**src/rtl/buzz_arb_pkg.sv**
```systemverilog
// Shared types and helpers for the Buzz share arbiter.
package buzz_arb_pkg;

  localparam int unsigned DEF_N     = 2;
  localparam int unsigned DEF_WIDTH = 1;

  typedef enum logic [1:0] {
    IDLE = 2'd0,
    WAIT = 2'd1,
    RESP = 2'd2
  } state_t;

  // Down-counter width for the Buzz latency wait; never narrower than 1 bit.
  function automatic int unsigned cnt_width(input int unsigned lat);
    return (lat == 0) ? 1 : $clog2(lat + 1);
  endfunction

endpackage

```
**src/rtl/buzz_rr_pick.sv**
```systemverilog
// Combinational round-robin picker: first set bit at or after ptr, wrapping modulo N.
module buzz_rr_pick
  import buzz_arb_pkg::*;
#(
  parameter int unsigned N  = DEF_N,
  localparam int unsigned PW = (N > 1) ? $clog2(N) : 1
) (
  input  logic [N-1:0]  req,
  input  logic [PW-1:0] ptr,
  output logic [N-1:0]  onehot,
  output logic [PW-1:0] idx,
  output logic          any
);

  logic [PW:0] k;

  always_comb begin
    onehot = '0;
    idx    = '0;
    any    = 1'b0;
    k      = '0;
    for (int unsigned i = 0; i < N; i++) begin
      k = {1'b0, ptr} + (PW+1)'(i);
      if (k >= (PW+1)'(N)) k = k - (PW+1)'(N);
      if (!any && req[k[PW-1:0]]) begin
        any            = 1'b1;
        idx            = k[PW-1:0];
        onehot[k[PW-1:0]] = 1'b1;
      end
    end
  end

endmodule

```
**src/rtl/buzz_share_arbiter.sv**
```systemverilog
// Time-shares one external Buzz unit among N requesters, round-robin.
// Optional BUZZ_ARB_CHAIN_EN adds chain_sel: feed the previous Buzz result back in.
module buzz_share_arbiter
  import buzz_arb_pkg::*;
#(
  parameter int unsigned N            = DEF_N,
  parameter int unsigned WIDTH        = DEF_WIDTH,
  parameter int unsigned BUZZ_LATENCY = 0
) (
  input  logic               CLK,
  input  logic               ASYNCRESETN,
  input  logic [N-1:0]       req_valid,
  input  logic [N*WIDTH-1:0] req_I,
  output logic [N-1:0]       req_ready,
  output logic [N-1:0]       resp_valid,
  output logic [WIDTH-1:0]   resp_O,
  output logic [WIDTH-1:0]   buzz_I,
  input  logic [WIDTH-1:0]   buzz_O,
`ifdef BUZZ_ARB_CHAIN_EN
  input  logic [N-1:0]       chain_sel,
`endif
  output logic               busy
);

  localparam int unsigned PW = (N > 1) ? $clog2(N) : 1;
  localparam int unsigned CW = cnt_width(BUZZ_LATENCY);

  state_t             state_q;
  logic [PW-1:0]      rr_ptr_q;
  logic [PW-1:0]      grant_q;
  logic [CW-1:0]      cnt_q;
  logic [WIDTH-1:0]   buzz_I_q;
  logic [WIDTH-1:0]   resp_O_q;
  logic [N-1:0]       resp_valid_q;
  logic               busy_q;
  logic [WIDTH-1:0]   operand_d;

  logic [N-1:0]       pick_onehot;
  logic [PW-1:0]      pick_idx;
  logic               pick_any;
  logic [WIDTH-1:0]   req_arr [N];

  for (genvar g = 0; g < N; g++) begin : g_unpack
    assign req_arr[g] = req_I[g*WIDTH +: WIDTH];
  end

  buzz_rr_pick #(.N(N)) u_pick (
    .req    (req_valid),
    .ptr    (rr_ptr_q),
    .onehot (pick_onehot),
    .idx    (pick_idx),
    .any    (pick_any)
  );

`ifdef BUZZ_ARB_CHAIN_EN
  logic [WIDTH-1:0] last_O_q;

  always_ff @(posedge CLK or negedge ASYNCRESETN) begin
    if (!ASYNCRESETN)          last_O_q <= '0;
    else if (state_q == RESP)  last_O_q <= resp_O_q;
  end

  assign operand_d = chain_sel[pick_idx] ? last_O_q : req_arr[pick_idx];
`else
  assign operand_d = req_arr[pick_idx];
`endif

  always_ff @(posedge CLK or negedge ASYNCRESETN) begin
    if (!ASYNCRESETN) begin
      state_q      <= IDLE;
      rr_ptr_q     <= '0;
      grant_q      <= '0;
      cnt_q        <= '0;
      buzz_I_q     <= '0;
      resp_O_q     <= '0;
      resp_valid_q <= '0;
      busy_q       <= 1'b0;
    end else begin
      unique case (state_q)
        IDLE: begin
          if (pick_any) begin
            buzz_I_q <= operand_d;
            grant_q  <= pick_idx;
            cnt_q    <= CW'(BUZZ_LATENCY);
            busy_q   <= 1'b1;
            state_q  <= WAIT;
          end
        end
        WAIT: begin
          if (cnt_q != '0) begin
            cnt_q <= cnt_q - 1'b1;
          end else begin
            resp_O_q     <= buzz_O;
            resp_valid_q <= N'(1) << grant_q;
            state_q      <= RESP;
          end
        end
        RESP: begin
          // Pointer moves only on completion, so withdrawn requests cost nothing.
          resp_valid_q <= '0;
          busy_q       <= 1'b0;
          rr_ptr_q     <= (grant_q == PW'(N-1)) ? '0 : grant_q + 1'b1;
          state_q      <= IDLE;
        end
        default: state_q <= IDLE;
      endcase
    end
  end

  assign req_ready  = (state_q == IDLE) ? pick_onehot : '0;
  assign resp_valid = resp_valid_q;
  assign resp_O     = resp_O_q;
  assign buzz_I     = buzz_I_q;
  assign busy       = busy_q;

endmodule

```
**config.mk**
```make
export PLATFORM = sky130hd
export DESIGN_NAME = buzz_share_arbiter
export DESIGN_NICKNAME = d
export VERILOG_FILES = /design/src/rtl/buzz_arb_pkg.sv /design/src/rtl/buzz_rr_pick.sv /design/src/rtl/buzz_share_arbiter.sv
export SDC_FILE = /design/constraint.sdc
export NUM_CORES = 1
export LEC_CHECK = 0
export BUFFER_PORTS_ARGS = -buffer_cell sky130_fd_sc_hd__buf_2
export CORE_AREA = 2 2 39 41
export CTS_BUF_LIST = sky130_fd_sc_hd__clkbuf_4
export CTS_CLUSTER_DIAMETER = 80
export CTS_CLUSTER_SIZE = 25
export DETAILED_ROUTE_END_ITERATION = 10
export DIE_AREA = 0 0 41 43
export PLACE_DENSITY_LB_ADDON = 0.3
export RECOVER_POWER = 50
export SLEW_MARGIN = 10
export SYNTH_ARGS = -nofsm -noshare
export SYNTH_HDL_FRONTEND = slang
export SYNTH_SLANG_ARGS = --single-unit
```
**constraint.sdc**
```tcl
create_clock -name CLK -period 1.4 [get_ports CLK]
set_input_delay 0.07 -clock CLK [delete_from_list [all_inputs] [get_ports CLK]]
set_output_delay 0.07 -clock CLK [all_outputs]
set_load 0.02 [all_outputs]
```
==> results.json, run 1 <==
{
  "synth_nets": 54,
  "synth-warning-count": 0,
  "numClockSinks": 9,
  "clock_tree.buffer_depth": 2,
  "synth_async_sr_flop_share": 1.000,
  "routed_via_density": 4.512,
  "mappedNetlistArea_um2": 456.7,
  "power_per_cell_area_mw_per_mm2": 2308,
  "clk_latency_ns": 0.26,
  "synth.lib_cells_used.distinct": 16,
  "drt-initial-drc-count": 6,
  "yosys_register_bits": 9,
  "timing.final.crit_share": 0.9379,
  "synthTopCellsByArea": "dfrtp_1 49%, ha_1 11%, inv_1 5.8%",
  "largest_family_of_logic_cells_by_synthesized_area": "compound AO/OA/AOI/OAI gates",
  "pre_cts_ws_ns": 0.1033,
  "worst-path-max-fanout": 5,
  "clock-root-buffer": "clkbuf_4",
  "post_synth_inst_count": 43,
  "dp_hpwl_um": 649.1,
  "antenna_violations_before_repair": 0,
  "synthDominantCellAreaShare": 0.4932,
  "outcome": "completed",
  "setup_skew_ns": 0.003591,
  "io_pins": 14,
  "critPathCaptureType": "output port",
  "die-width_um": 41,
  "synth_edf_count": 0,
  "rsz0062_at_grt": "false",
  "drt_wl_total_um": 905,
  "detailedRoute.firstPassIterationCount": 2,
  "routed_wire_length_per_instance_um": 10.77,
  "share_of_the_yosys_chip_area_belonging_to_registers": 0.4932,
  "synthesis.area_per_instance_um2": 10.62,
  "post_route_cells_drive_above_1_share": 0.4412,
  "cts_max_level": 1,
  "grt_pass1_vias": 332,
  "crit_arrival_ns": 1.24,
  "synth_fa_ha_area_frac": 0.1096,
  "final_setup_margin_ns": 0.08688,
  "critPathRequiredTime_ns": 1.33,
  "finalCriticalPeriod_ns": 1.313,
  "drt.antenna.violating_nets": 0,
  "synth.most_common_cell": "dfrtp_1",
  "die_area_mm2": 0.001763,
  "report.final.hold_viol_count": 0,
  "floorplan.initialDensity": 0.3300,
  "ir_worst_vdd_uv": 890.1,
  "grtUsageTotal": 0.1277,
  "maximum_number_of_pins_on_one_net_before_global_route_repair": 10,
  "tritoncts": "yes",
  "timing.final.setup_violations": 0,
  "timing.max_cap.violations": 0,
  "num_rows": 14,
  "flow.area_growth_from_synthesis_pct": 41.92,
  "power_leakage_nw": 0.3225,
  "synth-simple-area-share": 0.08767,
  "p_total_w": 0.001496,
  "cts.reportedPaths.clkPinSlew_ns": 0.06,
  "yosys.area_share.xor_xnor": 0,
  "global_route_wire_length_before_repair_um": 1428,
  "post-route-drc-count": 0,
  "routability_congestion": 0.7308,
  "synth_flop_cell": "dfrtp_1",
  "setup_tns_ns": 0,
  "finish.net_count": 80,
  "synth-compound-area-share": 0.1699,
  "crit_path_start_kind": "flip-flop",
  "critPathKind": "flip-flop to output port",
  "die_y_um": 43,
  "worst_pin_slew_ns": 0.4740,
  "max_slew_margin": 0.6840,
  "core_region_area_mm2": 0.001384,
  "grt_overflow": 0,
  "final_max_slew_viol_count": 0,
  "detailroute.via_count": 379,
  "tritoncts.num_buffers": 3,
  "synth_commonest_cells": "9 x dfrtp_1, 7 x inv_1, 4 x ha_1, 4 x nor2_1",
  "worst_hold_path_type": "input pin to flip-flop",
  "share_of_cell_area_taken_by_muxes_after_synthesis": 0.08219,
  "place.port_buffers": 13,
  "maxClockFrequency_ghz": 0.7615,
  "netlist.top_cell.by_area": "dfrtp_1",
  "antenna_cells": 0
}
==> metrics by stage <==
step | std cells | hold WS (ns) | util | instance area (um2)
floorplan | 43 | -0.2256 | - | 460.4
CTS | 78 | 0.04421 | 0.4394 | 608.1
detailed placement | 72 | -0.06945 | 0.3942 | 545.5
global placement | 72 | -0.06091 | 0.3942 | 545.5
finish | 84 | 0.04949 | 0.4684 | 648.1
global route | 84 | 0.04180 | 0.4684 | 648.1
==> cell type report <==
cell class | count | area [um2]
clock inverters | 1 | 5.005
flip-flops and latches | 9 | 225.2
multi-input cells | 27 | 221.5
fillers | 133 | 735.7
well taps | 16 | 20.02
clock buffers | 3 | 22.52
inverters | 7 | 26.28
repair buffers | 21 | 127.6
==> flip-flops by register name (all words and copies together) (netlist names) <==
| register | flops |
|---|---|
| state_q | 2 |
| resp_O | 1 |
| busy | 1 |
| buzz_I | 1 |
| grant_q | 1 |
| resp_valid | 2 |
| rr_ptr_q | 1 |
==> critical path, cell delays in order, from the launching register on <==
cell and delay [ns]:
dfrtp_1 0.39, inv_2 0.10, ha_4 0.15, nand2_1 0.06, a21oi_2 0.12, buf_4 0.16
==> placed cells by master, fill, tap and decap left out, drive strengths merged <==
cell         instances
ha                   4
a21boi               1
o21a                 1
nand2                3
buf                 16
dlygate4sd3          1
nand3b               1
a21oi                4
mux2                 3
dfrtp                9
o21ai                3
clkbuf               7
clkinv               1
nor2                 5
a221oi               1
inv                  7
o311ai               1
==> power breakdown <==
group	leakage, nW	switching (W)	internal [W]
sequential	0.105	0.0000843	0.000389
combinational	0.200	0.000408	0.000414
clock	0.0177	0.0000954	0.000106
==> layer usage <==
| metal | vias up | global-route usage | routed length, um |
|---|---|---|---|
| li1 | 198 | - | - |
| met1 | 171 | 0.1391 | 370 |
| met2 | 8 | 0.1844 | 473 |
| met3 | 2 | 0.08377 | 48 |
| met4 | 0 | 0.06000 | 12 |
| met5 | - | 0 | 0 |
==> final timing paths <==
kind / start / endpoint / slack [ns] / cells past startpoint
setup / recovery: state_q[0] / req_ready[0] / 0.09 / 5
hold / removal: buzz_O / resp_O / 0.05 / 2
setup reg to reg: state_q[1] / state_q[1] / 0.16 / 5
hold reg to reg: grant_q / rr_ptr_q / 0.51 / 1
max in group asynchronous: ASYNCRESETN / rr_ptr_q / 0.81 / 2
min in group asynchronous: ASYNCRESETN / busy / 0.27 / 2
==> timing repair <==
action                                  4_1_cts  5_1_grt
gates resized for setup                       6        0
setup buffers                                 1        6
pin swaps                                     0        1
endpoints found under the setup margin        2        2
hold endpoints to repair                      9        0
hold buffers                                  1        0
==> kinds of logic after synthesis <==
family,Yosys count
AO/OA/AOI/OAI,11
adder cells (fa/ha/maj),4
buffers and inverters,7
flip-flops,9
multiplexers,3
AND/OR/NAND/NOR,9
Note: power is estimated with default switching activity, not from simulation.
==> inputs of run 2 (changes only) <==
==> constraint.sdc (replaced) <==
create_clock -name CLK -period 1.4 [get_ports CLK]
set_input_delay 0.28 -clock CLK [delete_from_list [all_inputs] [get_ports CLK]]
set_output_delay 0.28 -clock CLK [all_outputs]
set_load 0.02 [all_outputs]
==> results.json, run 2 (synthesized netlist as in run 1, its figures left out) <==
{
  "outcome": "finished, violations left",
  "failed_checks": "negative setup slack",
  "rsz0062_at_grt": "true",
  "total_met3_wirelength_after_detailed_routing_um": 18,
  "report.final.hold_viol_count": 0,
  "hold_path_depth": 2,
  "clk_latency_ns": 0.26,
  "reg2reg_to": "buzz_I",
  "die-width_um": 41,
  "cts.reportedPaths.clkPinSlew_ns": 0.07,
  "post_route_cells_drive_above_1_share": 0.5278,
  "grt_overflow": 0,
  "clock-root-buffer": "clkbuf_4",
  "timing.final.crit_share": 1.080,
  "die_y_um": 43,
  "maxClockFrequency_ghz": 0.6616,
  "wl_met1_um": 461,
  "r2r.worst_path.cells": 8,
  "core_region_area_mm2": 0.001384,
  "cts_max_level": 1,
  "final_setup_margin_ns": -0.1115,
  "io_pins": 14,
  "post-route-drc-count": 0,
  "antenna_cells": 0,
  "routed_wire_length_per_instance_um": 10.99,
  "die_area_mm2": 0.001763,
  "hold-path-endpoint": "resp_O",
  "reg2reg_setup_slack_ns": 0.04,
  "finalCriticalPeriod_ns": 1.511,
  "place.port_buffers": 13,
  "final_common_cell": "buf_4",
  "power_per_cell_area_mw_per_mm2": 2326,
  "ir_worst_vdd_uv": 909.8,
  "crit_path_start_kind": "flip-flop",
  "dr_wl_met2_um": 474,
  "detailroute.via_count": 412,
  "flow.area_growth_from_synthesis_pct": 50.68,
  "utilization": 0.4973,
  "grt_pass1_vias": 403,
  "global_route_wire_length_before_repair_um": 1635,
  "clock_tree.buffer_depth": 2,
  "fillerInstances": 130,
  "worst_hold_path_type": "input pin to flip-flop",
  "timing.final.setup_violations": 2,
  "setup_skew_ns": 0.004485,
  "crit_arrival_ns": 1.23,
  "worst-path-max-fanout": 4,
  "tritoncts.num_buffers": 3,
  "drt-initial-drc-count": 4,
  "detailedRoute.firstPassIterationCount": 2,
  "layout.cells.most_common_list": "13 x buf_4, 9 x dfrtp_1, 9 x buf_2",
  "num_rows": 14,
  "max_slew_margin": 0.6523,
  "routed_via_density": 4.682,
  "tritoncts": "yes",
  "critPathRequiredTime_ns": 1.12,
  "floorplan.initialDensity": 0.3300,
  "final_max_slew_viol_count": 0,
  "regToRegStartpoint": "state_q[1]",
  "pre_cts_ws_ns": 0.04512,
  "hold_path.startpoint": "buzz_O",
  "routability_congestion": 0.7136,
  "power_leakage_nw": 0.3479,
  "maximum_number_of_pins_on_one_net_before_global_route_repair": 10,
  "numClockSinks": 9,
  "dp_hpwl_um": 680.7,
  "finish.net_count": 84,
  "antenna_violations_before_repair": 0,
  "drt_wl_total_um": 967,
  "register_area_um2": 225.2,
  "critPathCaptureType": "output port",
  "critPathKind": "flip-flop to output port",
  "grtUsageTotal": 0.1439,
  "highest-signal-layer": "met4",
  "worst_pin_slew_ns": 0.5215,
  "timing.max_cap.violations": 0,
  "drt.antenna.violating_nets": 0,
  "multiInputGateArea_um2": 226.5
}
-- run 2: worst max path at each step --
stage,end,cells after the start,from,slack [ns]
floorplan,req_ready[0],4,state_q[0],0.06
finish,req_ready[1],5,state_q[1],-0.11
global placement,req_ready[0],5,state_q[0],0.04
CTS,req_ready[1],5,state_q[1],-0.10
detailed placement,req_ready[0],5,state_q[0],0.05
global route,req_ready[0],5,state_q[1],-0.17
-- run 2: cell type report --
type | count | share of cell area
multi-input combinational | 27 | 0.3291
sequential | 9 | 0.3273
timing repair buffer | 25 | 0.2327
clock buffer | 4 | 0.04364
inverter | 7 | 0.03818
tap | 16 | 0.02909
-- run 2: where the power goes --
| group | switching (W) | internal [W] | leakage (nW) |
|---|---|---|---|
| registers | 0.0000814 | 0.000388 | 0.105 |
| logic | 0.000426 | 0.000479 | 0.225 |
| clock network | 0.0000965 | 0.000129 | 0.0184 |
| total | 0.000604 | 0.000997 | 0.348 |
-- run 2: worst max-delay path, cell delays in order, from the launching register on --
cell     delay, ns
dfrtp_1       0.40
inv_2         0.08
ha_4          0.15
nand2_1       0.06
a21oi_2       0.12
buf_4         0.16
-- run 2: layer usage --
metal,GRT usage,up-vias
met2,0.2000,5
met1,0.1788,202
met5,0,-
met3,0.04712,2
met4,0.1000,0
li1,-,203
-- run 2: timing repair --
item,in CTS,in global routing
hold endpoints to repair,9,0
pin swaps,1,0
setup buffers,6,1
resized for setup,7,1
setup endpoints to repair,2,3
hold buffers,1,0
-- run 2: per-stage QoR --
| stage | setup TNS [ns] | std cells | total power [W] | hold WS (ns) | cell area [um2] |
|---|---|---|---|---|---|
| after global routing | -0.3452 | 88 | 0.001735 | 0.2431 | 688.2 |
| after floorplan | 0 | 43 | 0.0009310 | -0.01559 | 460.4 |
| after global placement | 0 | 76 | 0.001171 | 0.1490 | 575.6 |
| final | -0.2157 | 88 | 0.001601 | 0.2512 | 688.2 |
| after CTS | -0.1973 | 87 | 0.001595 | 0.2472 | 680.7 |
| after detailed placement | 0 | 76 | 0.001187 | 0.1439 | 575.6 |
==> inputs of run 3 (changes only) <==
--- a/config.mk
+++ b/config.mk
@@ -14,6 +14,7 @@
 export DIE_AREA = 0 0 41 43
 export PLACE_DENSITY_LB_ADDON = 0.3
 export RECOVER_POWER = 50
+export SETUP_SLACK_MARGIN = 0.4
 export SLEW_MARGIN = 10
 export SYNTH_ARGS = -nofsm -noshare
 export SYNTH_HDL_FRONTEND = slang
==> constraint.sdc (replaced) <==
create_clock -name CLK -period 1.5 [get_ports CLK]
set_input_delay 0.3 -clock CLK [delete_from_list [all_inputs] [get_ports CLK]]
set_output_delay 0.3 -clock CLK [all_outputs]
set_load 0.02 [all_outputs]
==> results.json, run 3 (synthesized netlist as in run 1, its figures left out) <==
{
  "hold_slack_ns": 0.2654,
  "place.detailed.instances": 72,
  "routed_via_density": 4.585,
  "final_common_cell": "buf_4",
  "die-width_um": 41,
  "design_area_um2": 815.8,
  "final_cells": 94,
  "num_rows": 14,
  "routability_congestion": 0.7098,
  "die_y_um": 43,
  "post_route_cells_drive_above_1_share": 0.6026,
  "antenna_cells": 0,
  "pre_cts_ws_ns": 0.1362,
  "clock_tree.buffer_depth": 2,
  "final_max_slew_viol_count": 0,
  "max_slew_margin": 0.6534,
  "global_route_wire_length_before_repair_um": 1938,
  "timing.max_cap.violations": 0,
  "worst-path-max-fanout": 4,
  "worst_hold_path_type": "input pin to flip-flop",
  "clk_latency_ns": 0.26,
  "die_area_mm2": 0.001763,
  "detailroute.via_count": 431,
  "final_setup_margin_ns": -0.05393,
  "failed_checks": "negative setup slack",
  "io_pins": 14,
  "fillerInstances": 130,
  "grtUsageTotal": 0.1719,
  "post-route-drc-count": 0,
  "crit_path_start_kind": "flip-flop",
  "timing.final.setup_violations": 2,
  "critPathKind": "flip-flop to output port",
  "utilization": 0.5895,
  "detailedRoute.firstPassIterationCount": 2,
  "clock-root-buffer": "clkbuf_4",
  "report.final.hold_viol_count": 0,
  "routed_wire_length_per_instance_um": 12.32,
  "finalCriticalPeriod_ns": 1.554,
  "floorplan.initialDensity": 0.3300,
  "outcome": "finished, violations left",
  "drt.antenna.violating_nets": 0,
  "rsz0062_at_grt": "true",
  "cts.reportedPaths.clkPinSlew_ns": 0.07,
  "tritoncts.num_buffers": 3,
  "numClockSinks": 9,
  "worst_pin_slew_ns": 0.5198,
  "drt_wl_total_um": 1158,
  "grt_overflow": 0,
  "finish.net_count": 90,
  "post_dp_cell_area_um2": 581.8,
  "drt-initial-drc-count": 3,
  "grt_pass1_vias": 471,
  "tritoncts": "yes",
  "cts_max_level": 1,
  "antenna_violations_before_repair": 0,
  "critPathRequiredTime_ns": 1.20,
  "place.port_buffers": 13,
  "dp_hpwl_um": 625,
  "layout.cells.most_common_list": "12 x buf_4, 10 x buf_6, 9 x dfrtp_1",
  "power_per_cell_area_mw_per_mm2": 2251,
  "power_leakage_nw": 0.3966,
  "timing.final.crit_share": 1.036,
  "core_region_area_mm2": 0.001384,
  "crit_arrival_ns": 1.25,
  "setup_skew_ns": 0.004742,
  "critPathCaptureType": "output port",
  "maximum_number_of_pins_on_one_net_before_global_route_repair": 10,
  "flow.area_growth_from_synthesis_pct": 78.63,
  "maxClockFrequency_ghz": 0.6435,
  "ir_worst_vdd_uv": 1060
}
==> run 3: area by class of cell <==
class | count | area (um2) | area share
Multi-Input combinational cell | 27 | 265.3 | 0.3252
Inverter | 7 | 26.28 | 0.03221
Clock buffer | 4 | 30.03 | 0.03681
Tap cell | 16 | 20.02 | 0.02454
Timing Repair Buffer | 31 | 249.0 | 0.3052
Sequential cell | 9 | 225.2 | 0.2761
==> run 3: final timing paths <==
check	slack, ns	endpoint	start	cells past startpoint
max reg2reg	0.10	state_q[1]	state_q[0]	7
min in group asynchronous	0.51	state_q[1]	ASYNCRESETN	2
min reg2reg	0.50	rr_ptr_q	grant_q	1
max in group asynchronous	0.64	buzz_I	ASYNCRESETN	2
max	-0.05	req_ready[1]	state_q[0]	5
min	0.27	resp_O	buzz_O	2
==> run 3: metal layers <==
metal / global-route usage / share of wire / wire, um / vias up
li1: - / - / - / 216
met1: 0.1941 / 0.42 / 482 / 199
met2: 0.2594 / 0.52 / 607 / 16
met3: 0.09948 / 0.059 / 68 / 0
met4: 0.06000 / 0 / 0 / 0
met5: 0 / 0 / 0 / -
==> run 3: critical path: stages (launching register included) <==
cell     delay [ns]
dfrtp_1        0.39
inv_2          0.10
ha_4           0.17
nand2_2        0.06
a21oi_4        0.13
buf_6          0.13
==> run 3: timing repair <==
item                       4_1_cts  5_1_grt
setup endpoints to repair       12       16
hold endpoints to repair         9        0
pin swaps                        2        2
resized for setup               20        7
hold buffers                     1        0
setup buffers                   11        6
==> run 3: power by group <==
part / internal, W / switching, W / total (W)
Clock: 0.000121 / 0.0000913 / 0.000212
Sequential: 0.000363 / 0.0000946 / 0.000457
Combinational: 0.000682 / 0.000485 / 0.00117
Total: 0.00117 / 0.000671 / 0.00184
==> run 3: through the flow <==
step / total power, W / TNS [ns]
2_1_floorplan: 0.0009750 / 0
3_3_place_gp: 0.001144 / 0
3_5_place_dp: 0.001149 / 0
4_1_cts: 0.001711 / -0.03454
5_1_grt: 0.001993 / -0.2456
6_report: 0.001837 / -0.1059
